$ cat src/rtl/mvp_pkg.sv
// mvp_pkg: shared types and helpers for the sequential MVP builder.
//   mat4_t    - 4x4 matrix of Q8.8 elements, row-major, element r*4+c
//   state_t   - sequencer state encoding
//   sat16     - clamps a wide signed value into the 16-bit signed range
package mvp_pkg;

   localparam int FRAC_BITS = 8;
   localparam int WIDTH     = 16;
   localparam int ACC_WIDTH = 34;

   typedef logic [15:0][15:0] mat4_t;

   typedef enum logic [1:0] {
      IDLE,
      PASS1,
      PASS2,
      DONE
   } state_t;

   function automatic logic [15:0] sat16(input logic signed [ACC_WIDTH-1:0] v);
      logic signed [ACC_WIDTH-1:0] sat_max;
      logic signed [ACC_WIDTH-1:0] sat_min;
      sat_max = 34'sd32767;
      sat_min = -34'sd32768;
      if (v > sat_max)
         return 16'h7FFF;
      else if (v < sat_min)
         return 16'h8000;
      else
         return v[15:0];
   endfunction

endpackage

$ cat src/rtl/mvp_sequencer_mac.sv
// mac_q88: the single shared multiply-accumulate unit.
//   Clk, Reset - clock, asynchronous active-high reset
//   en         - accumulate this cycle
//   clear      - start a new element (accumulator treated as zero)
//   a, b       - signed Q8.8 operands
//   result     - saturated (acc_next >>> FRAC), i.e. the element value that
//                includes this cycle's product
module mac_q88
   import mvp_pkg::*;
#(
   parameter int FRAC = 8
)(
   input  logic               Clk,
   input  logic               Reset,
   input  logic               en,
   input  logic               clear,
   input  logic signed [15:0] a,
   input  logic signed [15:0] b,
   output logic        [15:0] result
);

   logic signed [31:0]          product;
   logic signed [ACC_WIDTH-1:0] acc;
   logic signed [ACC_WIDTH-1:0] acc_next;
   logic signed [ACC_WIDTH-1:0] shifted;

   always_comb begin
      product  = a * b;
      acc_next = (clear ? '0 : acc) + {{(ACC_WIDTH-32){product[31]}}, product};
      shifted  = acc_next >>> FRAC;
      result   = sat16(shifted);
   end

   always_ff @(posedge Clk or posedge Reset) begin
      if (Reset)
         acc <= '0;
      else if (en)
         acc <= acc_next;
   end

endmodule

$ cat src/rtl/mvp_sequencer.sv
// mvp_sequencer: computes mvp = projection x view x model with one MAC.
//   Clk, Reset         - clock, asynchronous active-high reset
//   start              - begin a computation (sampled only in IDLE)
//   model/view/projection_matrix - row-major Q8.8 inputs, latched on start
//   busy               - high from the start edge until back in IDLE
//   done               - one-cycle pulse, mvp_matrix is new
//   mvp_matrix         - registered result, held until the next done
module mvp_sequencer #(
   parameter int FRAC_BITS = 8,
   parameter int WIDTH     = 16
)(
   input  logic                   Clk,
   input  logic                   Reset,
   input  logic                   start,
   input  logic [15:0][WIDTH-1:0] model_matrix,
   input  logic [15:0][WIDTH-1:0] view_matrix,
   input  logic [15:0][WIDTH-1:0] projection_matrix,
   output logic                   busy,
   output logic                   done,
   output logic [15:0][WIDTH-1:0] mvp_matrix
);

   import mvp_pkg::*;

   state_t state, state_next;

   mat4_t model_l, view_l, proj_l;
   mat4_t t_buf, r_buf;

   logic [1:0]  r, c, k;
   logic        last;
   logic        mac_en;
   logic        mac_clear;
   logic [15:0] op_a, op_b;
   logic [15:0] mac_result;

   // state register
   always_ff @(posedge Clk or posedge Reset) begin
      if (Reset)
         state <= IDLE;
      else
         state <= state_next;
   end

   // next-state logic
   always_comb begin
      state_next = state;
      case (state)
         IDLE:    if (start) state_next = PASS1;
         PASS1:   if (last)  state_next = PASS2;
         PASS2:   if (last)  state_next = DONE;
         DONE:    state_next = IDLE;
         default: state_next = IDLE;
      endcase
   end

   // outputs and datapath controls
   always_comb begin
      busy      = (state != IDLE);
      done      = (state == DONE);
      mac_en    = (state == PASS1) || (state == PASS2);
      mac_clear = (k == 2'd0);
      last      = (r == 2'd3) && (c == 2'd3) && (k == 2'd3);
   end

   // PASS1: A = view, B = model.  PASS2: A = projection, B = T.
   always_comb begin
      if (state == PASS1) begin
         op_a = view_l[{r, k}];
         op_b = model_l[{k, c}];
      end else begin
         op_a = proj_l[{r, k}];
         op_b = t_buf[{k, c}];
      end
   end

   mac_q88 #(
      .FRAC (FRAC_BITS)
   ) u_mac (
      .Clk    (Clk),
      .Reset  (Reset),
      .en     (mac_en),
      .clear  (mac_clear),
      .a      (op_a),
      .b      (op_b),
      .result (mac_result)
   );

   always_ff @(posedge Clk or posedge Reset) begin
      if (Reset) begin
         model_l    <= '0;
         view_l     <= '0;
         proj_l     <= '0;
         t_buf      <= '0;
         r_buf      <= '0;
         mvp_matrix <= '0;
         r          <= '0;
         c          <= '0;
         k          <= '0;
      end else begin
         if ((state == IDLE) && start) begin
            model_l <= model_matrix;
            view_l  <= view_matrix;
            proj_l  <= projection_matrix;
         end
         // 2-bit counters wrap to zero at the end of each pass
         if (mac_en) begin
            k <= k + 2'd1;
            if (k == 2'd3) begin
               c <= c + 2'd1;
               if (c == 2'd3)
                  r <= r + 2'd1;
               if (state == PASS1)
                  t_buf[{r, c}] <= mac_result;
               else
                  r_buf[{r, c}] <= mac_result;
            end
         end
         // element 15 is written on this same edge, so take it from the MAC
         if ((state == PASS2) && last) begin
            mvp_matrix     <= r_buf;
            mvp_matrix[15] <= mac_result;
         end
      end
   end

endmodule

$ cat config.mk
export PLATFORM = sky130hd
export DESIGN_NAME = mvp_sequencer
export DESIGN_NICKNAME = d
export VERILOG_FILES = /design/src/rtl/mvp_pkg.sv /design/src/rtl/mvp_sequencer_mac.sv /design/src/rtl/mvp_sequencer.sv
export SDC_FILE = /design/constraint.sdc
export NUM_CORES = 2
export LEC_CHECK = 0
export ABC_CLOCK_PERIOD_IN_PS = 62100
export BUFFER_PORTS_ARGS = -buffer_cell sky130_fd_sc_hd__buf_2
export CAP_MARGIN = 10
export CORE_AREA = 2 2 443 445
export DETAILED_ROUTE_END_ITERATION = 6
export DIE_AREA = 0 0 445 447
export GPL_TIMING_DRIVEN = 0
export PLACE_DENSITY_LB_ADDON = 0.25
export SLEW_MARGIN = 5
export SYNTH_ARGS = -nofsm -noshare
export SYNTH_HDL_FRONTEND = slang
export SYNTH_SLANG_ARGS = --single-unit
$ cat constraint.sdc
create_clock -name Clk -period 62.1 [get_ports Clk]
set_clock_uncertainty 0.2 [all_clocks]
set_input_delay 3.105 -clock Clk [delete_from_list [all_inputs] [get_ports Clk]]
set_output_delay 3.105 -clock Clk [all_outputs]
set_load 0.005 [all_outputs]
* Word-level counts from Yosys, hierarchy flattened *
Index checks and enable logic that the tools add are counted.

operators by class
  $add $sub $neg = 4
  multiply operators = 1
  magnitude comparators = 6
  eq/ne operators = 9
  mux-type cells = 21
  bitwise logic cells = 1
  reductions and logical operators = 14

operator list
  kind                                                                                 count
  256-bit bitwise mux                                                                  2
  16-bit binary-select mux with 4-bit select                                           4
  16-bit two-way mux                                                                   9
  16-bit demux with 4-bit select                                                       1
  34-bit adder                                                                         1
  34-bit two-way mux                                                                   1
  16-bit by 16-bit multiplier with 32-bit output                                       1
  26-bit by 16-bit > comparator with 1-bit output, second input constant               1
  26-bit by 16-bit less-than comparator with 1-bit output, second input constant       1
  4-bit by 5-bit less-than comparator with 1-bit output, second input constant         3
  3-bit AND reduction                                                                  4
  2-bit == test, second input constant                                                 5
  2-bit one-hot mux with 4 select lines                                                1
  2-bit by 1-bit adder with 2-bit output, second input constant                        3
  2-bit two-way mux                                                                    3
  2-bit inequality test, second input constant                                         3
  1-bit logical AND                                                                    5
  4-bit by 1-bit greater-or-equal comparator with 1-bit output, second input constant  1
  2-bit logical NOT                                                                    2
  2-bit by 1-bit == test with 1-bit output, second input constant                      1
  2-bit AND reduction                                                                  1
  2-bit nonzero test                                                                   1
  1-bit logical OR                                                                     1
  1-bit NOT                                                                            1

word-level totals
  flip-flop bits (word level) = 1578
  bits of input ports = 771
  output and inout bits = 258
  word-level logic and storage cells = 157

* Logic depth before layout (Yosys ltp) *
  word-level depth = 9
  gate-level depth with buffers = 47
  mapped depth without buffers = 40

* By module *
A second synthesis with hierarchy kept.

unflattened totals
  cells, all modules = 5998
  area, all modules = 80255.7 sq um

by module, submodules not included
  module         times used  cells an instance  area each (sq um)  sequential area each (sq um)
  mvp_sequencer  1           4469               66859.1            38236.7
  mac_q88        1           1529               13396.6            850.8

* Worst setup path before layout *
No wires, ideal clock.

  path kind = reg-to-reg
  start point = reg c[0]
  end point = reg r_buf[101] in the netlist's numbering
  setup time = 0.130 ns
  arrival = 11.073 ns
  required time = 61.770 ns
  path slack = 50.697 ns
  stages on the path, launching flop included = 45
  path buffers = 7
  period minus slack after synthesis = 11.403 ns
  cell sequence = dfrtp_1 -> clkbuf_1 -> buf_1 -> buf_1 -> mux4_2 -> mux4_2 -> mux2i_1 -> clkbuf_1 -> nor2_1 -> fa_1 -> inv_1 -> fa_1 -> fa_1 -> inv_1 -> fa_1 -> fa_1 -> inv_1 -> fa_1 -> [9 not listed] -> o21a_1 -> o21a_1 -> nor2_1 -> xnor2_1 -> ha_1 -> clkbuf_1 -> nand3_1 -> a21oi_1 -> or3_1 -> nor2_1 -> a21oi_2 -> a2111o_1 -> o21ai_1 -> xnor3_1 -> buf_4 -> o21ai_2 -> buf_2 -> o21ai_1

on the way
  cells in the longest elaborated chain, start to end = 9
  elaborated cells on any way between the ends = 17
  those cells by class = 1 x add/sub; 1 x mul; 4 x order compare; 10 x mux; 1 x reduce/logical

RTL lines
  item                                                           line                                      text
  start: declaration                                             mvp_sequencer.sv:30                       logic [1:0] r, c, k;
  start signal: assignment                                       mvp_sequencer.sv:110                      c <= c + 2'd1;
  16-bit binary-select mux with 4-bit select (on tied branches)  mvp_sequencer.sv:73, mvp_sequencer.sv:70
  16-bit two-way mux (on tied branches)                          mvp_sequencer.sv:73, mvp_sequencer.sv:70
  16-bit two-way mux                                             mvp_sequencer.sv:68                       if (state == PASS1) begin
  16-bit by 16-bit multiplier with 32-bit output                 mvp_sequencer_mac.sv:28                   product = a * b;
  34-bit adder                                                   mvp_sequencer_mac.sv:29                   acc_next = (clear ? '0 : acc) + {{(ACC_WIDTH-32){product[31]}}, product};
  26-bit by 16-bit less-than comparator with 1-bit output        mvp_pkg.sv:27                             else if (v < sat_min)
  16-bit two-way mux                                             mvp_pkg.sv:27
  16-bit two-way mux                                             mvp_pkg.sv:25                             if (v > sat_max)
  256-bit bitwise mux *                                          mvp_sequencer.sv:116                      r_buf[{r, c}] <= mac_result;
  end signal: indexed assignment                                 mvp_sequencer.sv:116
  end: declaration                                               mvp_sequencer.sv:28                       mat4_t t_buf, r_buf;

Every way passes the cells marked *; elsewhere a longest branch is shown, timed or not. The select of a mux whose other input is x is not followed.
A chain may end at the register's enable or synchronous reset.

* Worst setup path after layout *
  start point = reg k[1]
  end point = reg r_buf[158] in the netlist's numbering

on the way
  cells in the longest elaborated chain, start to end = 9
  elaborated cells on any way between the ends = 21
  those cells by class = 1 x add/sub; 1 x mul; 2 x order compare; 1 x eq/ne; 14 x mux; 2 x reduce/logical

RTL lines
  item                                                           line                     text
  start: declaration                                             mvp_sequencer.sv:30
  start signal: assignment                                       mvp_sequencer.sv:108     k <= k + 2'd1;
  16-bit binary-select mux with 4-bit select (on tied branches)  -
  16-bit two-way mux (on tied branches)                          -
  16-bit two-way mux                                             mvp_sequencer.sv:68
  16-bit by 16-bit multiplier with 32-bit output                 mvp_sequencer_mac.sv:28
  34-bit adder                                                   mvp_sequencer_mac.sv:29
  26-bit by 16-bit less-than comparator with 1-bit output        mvp_pkg.sv:27
  16-bit two-way mux                                             mvp_pkg.sv:27
  16-bit two-way mux                                             mvp_pkg.sv:25
  256-bit bitwise mux                                            mvp_sequencer.sv:116

Several ways; a longest one is shown, not always the timed one. The select of a mux whose other input is x is not followed.

==> run_results.csv <==
group,metric,value,unit
min_path,holdCritStartpoint,"r_buf[115]$_DFFE_PP0P_",
synthesis,synth-compound-area-share,5.12,%
floorplanning,fp-row-count,162,
cts,clock_latency,0.86,ns
worst_setup_path,cp.arrival,16.79,ns
synthesis,synth-simple-area-share,9.17,%
route,antenna_left,0,
worst_setup_path,startpoint,"k[1]$_DFFE_PP0N_",
timing,tightestPinTransition,1.36,ns
floorplanning,initial_utilization,39.7,%
synthesis,synth_xor_area_share,0.801,%
timing,fmaxAchievable,61.3,MHz
place,post-place-cells,9999,
grt,grt-ovfl-total,0,
synthesis,synth_top_family_by_area,"multiplexers",
final_layout,syn_to_final_growth,19.8,%
worst_setup_path,critical_path_required,62.58,ns
floorplanning,die_w,445,microns
worst_setup_path,path_common_cell,"fa_1",
place,post-place-ws,45.87,ns
timing,setup_tns,0,ns
synthesis,synth-edff-count,0,
cts,post_cts_buffers,0,
run,drv_cap,0,
route,dr.pass1.iters,5,
cts,ctsHoldBuffers,0,
worst_setup_path,critPathMaxFanout,10,
synthesis,synth_area,77100,sq um
synthesis,syn_area_per_cell,12.1,sq um
cts,cts_tree,"built",
timing,rsz0062_at_grt,"false",
grt,first_global_vias,58100,
timing,final_hold_viol_count,0,
synthesis,synth.net_count,7557,
worst_setup_path,slowest_stage,"buf_1",
final_layout,regArea,39100,sq um
power,finalPower,2130,uW
place,place_hpwl,245000,microns
route,remaining_drc_errors,0,
timing,setup_viol,0,
grt,grt_pass1_wl,432000,microns
synthesis,synth.distinct_cells,71,
worst_setup_path,startpoint_type,"flip-flop",
cts,cts_resized,0,
cts,clockBufferDepth,3,
synthesis,synthMuxAreaShare,21.5,%
synthesis,synthAdderAreaFrac,8.97,%
grt,globalRouteTotalUtil,30.9,%
timing,post-route-min-period,16.31,ns
floorplanning,die_h,447,microns
grt,antenna_found_initial,177,
worst_setup_path,crit_type,"reg2reg",
timing,maxSlewHeadroom,9.51,%
cts,clk_pin_slew,0.06,ns
timing,worst_slack,45.79,ns
timing,drv_slew,0,
power,vdd.ir_drop.worst,0.0332,mV
final_layout,final_core_util,47.6,%
timing,finalCritPeriodShare,26.3,%
route,wl_per_cell,29.7,microns
route,finalWirelength,310000,microns
final_layout,n_fill_cell,17900,
cts,cts_made_buffers,171,
route,drtIter0Drc,5548,
route,vias,57400,
cts,numClockSinks,1562,
synthesis,synthCells,6391,
synthesis,ys_async_sr_fraction,100,%
synthesis,seq_area_frac_synth,50.7,%
floorplanning,core-area,194000,sq um
cts,htree_levels,4,
power,p_per_area,23.0,nW/um^2
place,place_congestion,0.996,
floorplanning,dieArea,199000,sq um
final_layout,drive_above_1_share,33.2,%
synthesis,synth_flop_cell,"dfrtp_1",
cts,cts_root_buf,"clkbuf_16",
floorplanning,io_pins,1029,
worst_setup_path,cp-end-kind,"flip-flop",
final_layout,final_cells,10400,
run_status,status,"complete, no violations",
grt,grt_max_degree,128,
synthesis,synth_seq_cells,1562,
synthesis,ys_warn_count,0,
worst_setup_path,r2r_start,"k[1]$_DFFE_PP0N_",
final_layout,fin_nets,8800,
final_layout,multi_input_area,35100,sq um
power,leakage,0.0471,uW
place,io_buffers,1028,
min_path,hold_class,"reg2reg",
worst_setup_path,cpPeakStageDelay,1.00,ns
route,vias_per_cell,5.50,
[cell usage in the layout, fill, tap and decap left out, types with 41 or more instances in the layout]
| cell | synthesis | final |
|---|---|---|
| a21oi_1 | 122 | 122 |
| buf_2 | 29 | 1077 |
| clkbuf_1 | 291 | 325 |
| clkbuf_16 | 0 | 174 |
| clkbuf_8 | 0 | 41 |
| dfrtp_1 | 1562 | 1562 |
| diode_2 | 0 | 123 |
| fa_1 | 263 | 263 |
| ha_1 | 132 | 132 |
| inv_1 | 350 | 349 |
| mux2_2 | 794 | 794 |
| mux4_2 | 320 | 320 |
| nand2_1 | 1299 | 1299 |
| nor2_1 | 259 | 259 |
| o21ai_0 | 117 | 117 |
| o21ai_1 | 370 | 370 |
| xnor2_1 | 49 | 49 |
[where the power goes]
part / internal [uW] / switching [uW]
Combinational: 19.9 / 34.5
Clock: 607 / 449
Sequential: 1020 / 0
Total: 1640 / 483
[per-stage QoR]
step | area, sq um | hold slack, ns
floorplan | 77100 | 0.239
global placement | 85400 | 0.250
detailed placement | 86200 | 0.251
CTS | 92100 | 0.251
global route | 92300 | 0.280
finish | 92400 | 0.261
[layer usage]
| metal | part of all wire [%] | routed length [microns] | global-route usage (%) | up-vias |
|---|---|---|---|---|
| met4 | 7.4 | 22900 | 19.8 | 86 |
| met2 | 49 | 151000 | 51.2 | 2504 |
| met3 | 7.8 | 24300 | 7.67 | 754 |
| met1 | 36 | 111000 | 35.9 | 29700 |
| met5 | 0.18 | 549 | 0 | - |
| li1 | - | - | - | 24300 |
[Yosys cell counts (50+ instances only)]
cell type | count | area (sq um)
a21oi_1 | 122 | 611
buf_1 | 50 | 188
clkbuf_1 | 291 | 1090
dfrtp_1 | 1562 | 39100
fa_1 | 263 | 5270
ha_1 | 132 | 1650
inv_1 | 350 | 1310
mux2_2 | 794 | 8940
mux4_2 | 320 | 7210
nand2_1 | 1299 | 4880
nor2_1 | 259 | 972
o21ai_0 | 117 | 586
o21ai_1 | 370 | 1850
[logic make-up after synthesis]
family / after synthesis
AND/OR/NAND/NOR: 1754
flip-flops: 1562
multiplexers: 1154
buffers and inverters: 744
AO/OA/AOI/OAI: 713
adder cells (fa/ha/maj): 395
XOR/XNOR: 69
[critical path, delay by kind of cell, from the launching register on]
| kind | cells | cell delay, ns |
|---|---|---|
| adder cells (fa/ha/maj) | 8 | 3.64 |
| multiplexers | 3 | 1.59 |
| buffers and inverters | 10 | 4.64 |
| XOR/XNOR | 2 | 0.66 |
| AO/OA/AOI/OAI | 12 | 3.32 |
| flip-flops | 1 | 0.80 |
| AND/OR/NAND/NOR | 6 | 1.23 |
[final cells by class]
cell class                 count  area share (%)
clock buffer                 259            5.50
inverter                     352            1.44
buffer                       392            1.78
timing repair buffer        1070            6.41
sequential                  1562            42.3
multi-input combinational   4085            38.0
antenna                      123           0.333
tap                         2542            3.44
clock inverter                50           0.814
[sequential cells by signal, summed over array words and instances, names as in the netlist, 34 cells and up]
name,count
model_l,256
mvp_matrix,256
proj_l,256
r_buf,240
t_buf,256
u_mac.acc,34
view_l,256
[path summary, 6_finish.rpt]
kind	slack [ns]	cells past startpoint	endpoint
worst max-delay path	45.79	41	r_buf[158]$_DFFE_PP0P_
worst min-delay path	0.26	2	mvp_matrix[115]$_DFFE_PP0P_
worst max register to register	45.79	41	r_buf[158]$_DFFE_PP0P_
worst min register to register	0.26	2	mvp_matrix[115]$_DFFE_PP0P_
max in group asynchronous	57.35	5	model_l[72]$_DFFE_PP0P_
min in group asynchronous	2.17	2	proj_l[100]$_DFFE_PP0P_
(Power assumes the default switching activity.)
